**src/rtl/rtc_time_writer.sv**
```systemverilog
`default_nettype none
// ============================================================================
// Module      : rtc_time_writer
// Description : Writes a validated BCD time to the RTC as three bus cycles.
// Revision    : 1.0 - initial release
// ============================================================================
module rtc_time_writer #(
    parameter int         T_PH      = 8,
    parameter logic [7:0] ADDR_SEC  = 8'h21,
    parameter logic [7:0] ADDR_MIN  = 8'h22,
    parameter logic [7:0] ADDR_HOUR = 8'h23
) (
    input  logic       clk,
    input  logic       reset,
    input  logic       start,
    input  logic [7:0] hour_bcd,
    input  logic [7:0] min_bcd,
    input  logic [7:0] sec_bcd,
    input  logic       pm,
    input  logic       fmt12,
    output logic       cs_n,
    output logic       wr_n,
    output logic       rd_n,
    output logic       a_d,
    output logic       ad_oe,
    output logic [7:0] ad_out,
    output logic       busy,
    output logic       done,
    output logic       err
);

    localparam int              c_cnt_w = (T_PH > 1) ? $clog2(T_PH) : 1;
    localparam logic [c_cnt_w-1:0] c_last = c_cnt_w'(T_PH - 1);

    typedef enum logic [2:0] {
        S_IDLE = 3'd0,
        S_ADDR = 3'd1,
        S_AGAP = 3'd2,
        S_DATA = 3'd3,
        S_DGAP = 3'd4,
        S_DONE = 3'd5
    } state_t;

    state_t               r_state;
    state_t               w_state_nxt;
    logic [c_cnt_w-1:0]   r_cnt;
    logic [c_cnt_w-1:0]   w_cnt_nxt;
    logic [1:0]           r_idx;
    logic [1:0]           w_idx_nxt;

    logic [5:0]           r_hour;
    logic [7:0]           r_min;
    logic [7:0]           r_sec;
    logic                 r_pm;
    logic                 r_fmt12;

    logic                 w_valid;
    logic                 w_accept;
    logic                 w_reject;
    logic                 w_last;
    logic [7:0]           w_addr;
    logic [7:0]           w_data;

    logic                 w_cs_n;
    logic                 w_wr_n;
    logic                 w_a_d;
    logic                 w_ad_oe;
    logic [7:0]           w_ad_out;

    logic                 r_cs_n;
    logic                 r_wr_n;
    logic                 r_a_d;
    logic                 r_ad_oe;
    logic [7:0]           r_ad_out;
    logic                 r_busy;
    logic                 r_done;
    logic                 r_err;

    function automatic logic bcd_0_59(input logic [7:0] v);
        return (v[7:4] <= 4'd5) && (v[3:0] <= 4'd9);
    endfunction

    function automatic logic hour_ok(input logic [7:0] h, input logic f12);
        logic ok;
        if (f12)
            ok = ((h[7:4] == 4'd0) && (h[3:0] >= 4'd1) && (h[3:0] <= 4'd9)) ||
                 ((h[7:4] == 4'd1) && (h[3:0] <= 4'd2));
        else
            ok = (h <= 8'h23) && (h[3:0] <= 4'd9);
        return ok;
    endfunction

    assign w_valid  = bcd_0_59(sec_bcd) && bcd_0_59(min_bcd) && hour_ok(hour_bcd, fmt12);
    assign w_accept = (r_state == S_IDLE) && start && w_valid;
    assign w_reject = (r_state == S_IDLE) && start && !w_valid;
    assign w_last   = (r_cnt == c_last);

    always_ff @(posedge clk) begin
        if (reset) begin
            r_state <= S_IDLE;
            r_cnt   <= '0;
            r_idx   <= 2'd0;
        end else begin
            r_state <= w_state_nxt;
            r_cnt   <= w_cnt_nxt;
            r_idx   <= w_idx_nxt;
        end
    end

    always_comb begin
        w_state_nxt = r_state;
        w_cnt_nxt   = r_cnt;
        w_idx_nxt   = r_idx;
        case (r_state)
            S_IDLE: begin
                if (w_accept) begin
                    w_state_nxt = S_ADDR;
                    w_cnt_nxt   = '0;
                    w_idx_nxt   = 2'd0;
                end
            end
            S_ADDR, S_AGAP, S_DATA: begin
                if (w_last) begin
                    w_cnt_nxt   = '0;
                    w_state_nxt = (r_state == S_ADDR) ? S_AGAP :
                                  (r_state == S_AGAP) ? S_DATA : S_DGAP;
                end else begin
                    w_cnt_nxt = r_cnt + c_cnt_w'(1);
                end
            end
            S_DGAP: begin
                if (w_last) begin
                    w_cnt_nxt = '0;
                    if (r_idx == 2'd2) begin
                        w_state_nxt = S_DONE;
                        w_idx_nxt   = 2'd0;
                    end else begin
                        w_state_nxt = S_ADDR;
                        w_idx_nxt   = r_idx + 2'd1;
                    end
                end else begin
                    w_cnt_nxt = r_cnt + c_cnt_w'(1);
                end
            end
            S_DONE:  w_state_nxt = S_IDLE;
            default: w_state_nxt = S_IDLE;
        endcase
    end

    // Held copy of the time; only a start seen in IDLE may update it.
    always_ff @(posedge clk) begin
        if (reset) begin
            r_hour  <= '0;
            r_min   <= '0;
            r_sec   <= '0;
            r_pm    <= 1'b0;
            r_fmt12 <= 1'b0;
        end else if ((r_state == S_IDLE) && start) begin
            r_hour  <= hour_bcd[5:0];
            r_min   <= min_bcd;
            r_sec   <= sec_bcd;
            r_pm    <= pm;
            r_fmt12 <= fmt12;
        end
    end

    always_comb begin
        w_addr = ADDR_SEC;
        w_data = r_sec;
        case (w_idx_nxt)
            2'd1: begin
                w_addr = ADDR_MIN;
                w_data = r_min;
            end
            2'd2: begin
                w_addr = ADDR_HOUR;
                w_data = r_fmt12 ? {1'b1, 1'b0, r_pm, r_hour[4:0]} : {2'b00, r_hour};
            end
            default: begin
                w_addr = ADDR_SEC;
                w_data = r_sec;
            end
        endcase
    end

    // Bus pins are decoded from the next state so the registered pins line up
    // with the state they belong to.
    always_comb begin
        w_cs_n   = 1'b1;
        w_wr_n   = 1'b1;
        w_a_d    = 1'b1;
        w_ad_oe  = 1'b0;
        w_ad_out = r_ad_out;
        case (w_state_nxt)
            S_ADDR: begin
                w_cs_n   = 1'b0;
                w_wr_n   = 1'b0;
                w_ad_oe  = 1'b1;
                w_ad_out = w_addr;
            end
            S_AGAP: begin
                w_cs_n  = 1'b0;
                w_ad_oe = 1'b1;
            end
            S_DATA: begin
                w_cs_n   = 1'b0;
                w_wr_n   = 1'b0;
                w_a_d    = 1'b0;
                w_ad_oe  = 1'b1;
                w_ad_out = w_data;
            end
            default: begin
                w_cs_n = 1'b1;
            end
        endcase
    end

    always_ff @(posedge clk) begin
        if (reset) begin
            r_cs_n   <= 1'b1;
            r_wr_n   <= 1'b1;
            r_a_d    <= 1'b1;
            r_ad_oe  <= 1'b0;
            r_ad_out <= 8'h00;
            r_busy   <= 1'b0;
            r_done   <= 1'b0;
            r_err    <= 1'b0;
        end else begin
            r_cs_n   <= w_cs_n;
            r_wr_n   <= w_wr_n;
            r_a_d    <= w_a_d;
            r_ad_oe  <= w_ad_oe;
            r_ad_out <= w_ad_out;
            r_busy   <= (w_state_nxt != S_IDLE);
            r_done   <= (w_state_nxt == S_DONE);
            r_err    <= w_reject;
        end
    end

    assign cs_n   = r_cs_n;
    assign wr_n   = r_wr_n;
    assign rd_n   = 1'b1;
    assign a_d    = r_a_d;
    assign ad_oe  = r_ad_oe;
    assign ad_out = r_ad_out;
    assign busy   = r_busy;
    assign done   = r_done;
    assign err    = r_err;

endmodule
`default_nettype wire

```
**config.mk**
```make
export PLATFORM = sky130hd
export DESIGN_NAME = rtc_time_writer
export DESIGN_NICKNAME = d
export VERILOG_FILES = /design/src/rtl/rtc_time_writer.sv
export SDC_FILE = /design/constraint.sdc
export NUM_CORES = 1
export LEC_CHECK = 0
export CORE_MARGIN = 2
export CORE_UTILIZATION = 56
export CTS_BUF_LIST = sky130_fd_sc_hd__clkbuf_8
export CTS_CLUSTER_DIAMETER = 200
export DETAILED_ROUTE_END_ITERATION = 10
export GPL_TIMING_DRIVEN = 0
export PLACE_DENSITY = 0.95
export SLEW_MARGIN = 20
export SYNTH_ARGS = -nofsm -noshare
export SYNTH_HDL_FRONTEND = slang
export SYNTH_SLANG_ARGS = --single-unit
```
**constraint.sdc**
```tcl
create_clock -name clk -period 4.6 [get_ports clk]
set_input_delay 0.69 -clock clk [delete_from_list [all_inputs] [get_ports clk]]
set_output_delay 0.69 -clock clk [all_outputs]
set_load 0.005 [all_outputs]
```
Word-level counts from Yosys, hierarchy flattened
Index checks and enable logic that the tools add are counted.

operators by class
  eq/ne operators = 14
  reductions and logical operators = 23
  add/subtract/negate cells = 2
  $lt $le $gt $ge = 8
  multiplexer cells = 23

operator list
  operator               number
  $pmux W8 S2            2
  $mux W3                8
  $eq A3 B2 Y1 const B   4
  $le A4 B4 Y1 const B   3
  $logic_and A1 B1 Y1    11
  $eq A3 B3 Y1 const B   3
  $pmux W3 S3            1
  $le A4 B3 Y1 const B   2
  $le A8 B6 Y1 const B   1
  $mux W8                1
  $pmux W2 S2            2
  $eq A3 B1 Y1 const B   2
  $mux W2                3
  $pmux W3 S2            1
  $reduce_or A3 Y1       2
  $mux W1                5
  $eq A2 B2 Y1 const B   2
  $eq A4 B1 Y1 const B   1
  $ge A4 B1 Y1 const B   1
  $le A4 B2 Y1 const B   1
  $logic_not A4 Y1       1
  $reduce_bool A2 Y1     2
  $reduce_or A4 Y1       1
  $add A3 B1 Y3 const B  1
  9 further kinds        9

word-level totals
  word-level logic and storage cells = 86
  output and inout bits = 16
  input bits = 29
  bits in registers = 47

Depth between registers and ports, before layout
  depth in word-level cells = 12
  mapped depth = 12
  mapped depth without buffers = 11

Least setup slack after synthesis
No wires, ideal clock.

  path kind = input-to-reg
  start = in hour_bcd[1]
  end = reg r_ad_out[5], in the netlist ad_out[5]
  slack = 1485 ps
  data required time = 4485 ps
  library setup time = 115 ps
  cell stages on the path = 12
  path buffers = 1
  arrival = 3000 ps
  path through = a211o_1 a2111o_1 o21ai_0 a41oi_1 a22oi_1 inv_1 ha_1 clkbuf_1 a221o_1 o21ai_0 a31oi_1 o21a_1

on the way
  cells in the longest elaborated chain, start to end = 12
  elaborated cells on any way between the ends = 23
  classes of those cells = order compare (4); eq/ne (4); mux (7); reduce/logical (8)

RTL lines
  element                                              line  source
  from (decl)                                          16    input logic [7:0] hour_bcd,
  $ge A4 B1 Y1                                         86    ok = ((h[7:4] == 4'd0) && (h[3:0] >= 4'd1) && (h[3:0] <= 4'd9)) ||
  $logic_and A1 B1 Y1 (2 in series)                    86
  $logic_or A1 B1 Y1                                   86
  $mux W1 *                                            85    if (f12)
  $logic_and A1 B1 Y1 *                                93    assign w_valid = bcd_0_59(sec_bcd) && bcd_0_59(min_bcd) && hour_ok(hour_bcd, fmt12);
  $logic_and A1 B1 Y1 *                                94    assign w_accept = (r_state == S_IDLE) && start && w_valid;
  $mux W2 *                                            116   if (w_accept) begin
  $pmux W2 S2 *                                        114   case (r_state)
  via w_idx_nxt[0]                                     49    logic [1:0] w_idx_nxt;
  $eq A2 B2 Y1 / $eq A2 B1 Y1 (equally long branches)  170   case (w_idx_nxt)
  $pmux W8 S2 *                                        170
  $pmux W8 S2 *                                        194   case (w_state_nxt)
  to (signal assigned)                                 233   r_ad_out <= w_ad_out;
  to (decl)                                            74    logic [7:0] r_ad_out;

Mark *: on every way through the listed nets, which the timed path passes. The rest lies on a longest branch.
A chain may end at the register's enable or synchronous reset.

Final worst setup path
  start = in hour_bcd[1]
  end = reg r_ad_out[6], in the netlist ad_out[6]

The elaborated chain is that of the path after synthesis.

==> impl_results.md <==
- Status: completed
- Max-slew headroom: 0.453
- Post_cts resized: 0
- Sequential share of the synthesized area: 0.457
- CTS Buffer Depth: 2
- Unrepaired setup endpoints after global routing: no
- Initial antenna violation count: 0
- Syn_nets: 281
- Syn avg cell area: around 8.3 um^2
- Total CTS buffers: 5
- CP max-delay cell: clkdlybuf4s50_1
- FP Rows: 22
- Adder-cell area share of the yosys netlist: 0.0243
- Max Cap Viol: 0
- Die H: about 65 um
- H-tree Lvls: 2
- Delay-heaviest family, CP: compound AO/OA/AOI/OAI gates
- CP Data Arrival Time: 3.98 ns
- Die area: 4170 um^2
- First-pass GRT wire length: 8.01 mm
- Nets: 331
- Period utilization: 0.813
- Post-CTS setup buffers: 0
- Final setup viols: 0
- Critical path's largest stage delay: 0.47 ns
- Vias in the first global route: 1773
- Cells on worst reg2reg path: 11
- WS Path Type: input port to flop
- Power Density: 283 nW/um^2
- FF-to-FF setup slack: 1.70 ns
- Mux contribution to synthesized area: 0.0353
- Synth Area in Compound Gates: 0.206
- Worst r2r src: r_state[2]$_SDFF_PP0_
- Detailed placer's ending HPWL: 3.65 mm
- Hold Path Class: flop to flop
- GP Congestion: a little under 0.9
- Setup TNS Final: 0 ns
- # diodes: 0
- Clock Root Buffer: clkbuf_8
- Yosys warnings: 0
- Hold endpoint: r_min[4]$_SDFFE_PP0P_
- Final ANT Viol Nets: 0
- Final core occ: 0.730
- Worst setup EP type: flop
- Port Buf Inserts: 43
- Pwr Total: between 0.7 and 0.8 mW
- Post-Synthesis Cell Area: 2060 um^2
- Hold Path Origin: r_min[4]$_SDFFE_PP0P_
- Synth Area in XOR/XNOR: 0.00852
- Total Routing Usage GR: 0.253
- Element type at the critical path start: input port
- Number of top-level pins: 45
- Synth top area cells: dfxtp_1 46%, nand2_1 11%, a21oi_1 7.8%
- Largest net degree at the start of global routing: 15
- DRT Pass-1 Iters: 4
- Post-Place Worst Slack: 0.642 ns
- Crit-path cells: clkdlybuf4s50_1 > a211o_1 > a2111o_1 > o21ai_0 > a41oi_1 > a22oi_1 > inv_1 > ha_1 > clkbuf_1 > nand2_1 > o21ai_0 > nand2_1 > mux2i_1
- Syn-to-layout area delta: 28.0%
- WP data required: 4.84 ns
- Share of flip-flops with an asynchronous set or reset: 0
- Clock Latency Late Sink: 0.30 ns
- Largest family of logic cells by synthesized area: simple AND/OR/NAND/NOR gates
- Slack of the critical path: 0.859 ns
- CTS tree: done
- Clock skew: 0.00461 ns
- Critical path peak fanout: 10
- Slew @ Worst Pin: around 0.81 ns
- Die Width: 64.6 um
- Synth area leader: dfxtp_1
- Cts hold-fix bufs: 0
- Core Area: 3610 um^2
- Via count: 1968
- Most frequent cells after synthesis: 62 x nand2_1, 47 x dfxtp_1, 32 x a21oi_1
- Top FF cell, synth: dfxtp_1
- Final min period: 3.74 ns
- Number of synthesized flops with an enable pin: 0
- Vias per inst: 5.67
- Fin. Hold Viols: 0
- Mapped Cells: 248
- Initial Util: 0.570
- Slew Limit Fails: 0
- Synth Register Bits: 47
- WL final: 4.89 mm
- Total global routing overflow: 0
- Share of the synthesized area in the top cell type: 0.457
- DR WL/cell: 14.1 um
- Reg clk slew, reported paths: 0.08 ns
- Fmax: 267 MHz
- Fraction of layout instances using a drive strength above 1: 0.0468
- DR iter-0 viols: 130
- Pleak: 1.02 nW
- Worst Hold Slack: 0.460 ns
- VDD IR max: 208 uV
- Most common cell in the synthesized netlist: nand2_1
- Hold Crit Depth: 2
- CTS Sinks: between 40 and 50
- DRC: 0
- Netlist cell types: 39
- Crit Reg-Reg Endpoint: ad_out[6]$_SDFFE_PP0N_
- CP bufs+invs: 3
- Synth Area in Simple Gates: 0.232
final cells by class:
| class | instances | area (um^2) |
|---|---|---|
| Multi-Input combinational cell | 185 | 1040 |
| Inverter | 4 | 15.0 |
| Tap cell | 48 | 60.1 |
| Sequential cell | 47 | 941 |
| Clock buffer | 5 | 68.8 |
| Timing Repair Buffer | 43 | 430 |
| Clock inverter | 3 | 16.3 |
| Buffer | 12 | 56.3 |
| Fill cell | 278 | 973 |
cells in the final DEF, fill, tap and decap left out, types with 3 or more instances in the layout:
master	netlist	layout
clkbuf_8	0	5
a31oi_1	3	3
ha_1	4	4
nor3_1	5	5
dfxtp_1	47	47
inv_1	4	5
a22oi_1	6	6
nand2_1	62	62
a21oi_1	32	32
a211oi_1	3	3
clkdlybuf4s50_1	0	43
o21ai_0	11	11
nand2b_1	8	8
and3_1	3	3
nor2_1	12	12
clkbuf_1	10	10
mux2i_1	5	5
sequential cells by signal, indices dropped and copies added (netlist names), 2 cells and up:
signal / flops
r_sec: 8
r_idx: 2
r_hour: 6
r_cnt: 3
r_min: 8
ad_out: 8
r_state: 3
cells by family (layout without fill, tap and decap cells):
logic type | after synthesis | after routing
AND/OR/NAND/NOR | 103 | 103
buffers and inverters | 16 | 67
other | 1 | 1
flip-flops | 47 | 47
AO/OA/AOI/OAI | 68 | 68
multiplexers | 7 | 7
adder cells (fa/ha/maj) | 4 | 4
XOR/XNOR | 2 | 2
worst max path at each step:
stage / from / end / cells after the start
floorplan: hour_bcd[1] / ad_out[5]$_SDFFE_PP0N_ / 12
global placement: hour_bcd[1] / ad_out[5]$_SDFFE_PP0N_ / 13
detailed placement: hour_bcd[1] / ad_out[5]$_SDFFE_PP0N_ / 13
CTS: hour_bcd[1] / ad_out[1]$_SDFFE_PP0N_ / 11
global route: hour_bcd[1] / ad_out[4]$_SDFFE_PP0N_ / 13
finish: hour_bcd[1] / ad_out[6]$_SDFFE_PP0N_ / 13
metrics by stage:
stage          instances  instance area, um^2
6_report             347                 2630
5_1_grt              347                 2630
4_1_cts              347                 2630
3_5_place_dp         339                 2550
3_3_place_gp         339                 2550
2_1_floorplan        248                 2060
worst register-to-register path: stages, from the launching register on:
cell	delay (ns)
dfxtp_1	0.32
buf_6	0.13
nor4b_4	0.51
a41oi_1	0.27
a22oi_1	0.34
inv_1	0.11
ha_1	0.39
clkbuf_1	0.34
nand2_1	0.11
o21ai_0	0.11
nand2_1	0.07
mux2i_1	0.15
report_power, final:
part | switching (mW) | leakage (nW) | total, mW | internal (mW)
clock | 0.136 | 0.0453 | 0.240 | 0.104
sequential | 0.00743 | 0.384 | 0.427 | 0.420
combinational | 0.0390 | 0.588 | 0.0791 | 0.0402
total | 0.182 | 1.02 | 0.746 | 0.564
routing by layer:
metal,share of wire,global-route usage
met2,0.49,0.417
met4,0.027,0.120
met5,0,0
met3,0.068,0.0625
met1,0.41,0.311
No activity file was read; power rests on OpenSTA's default activity.
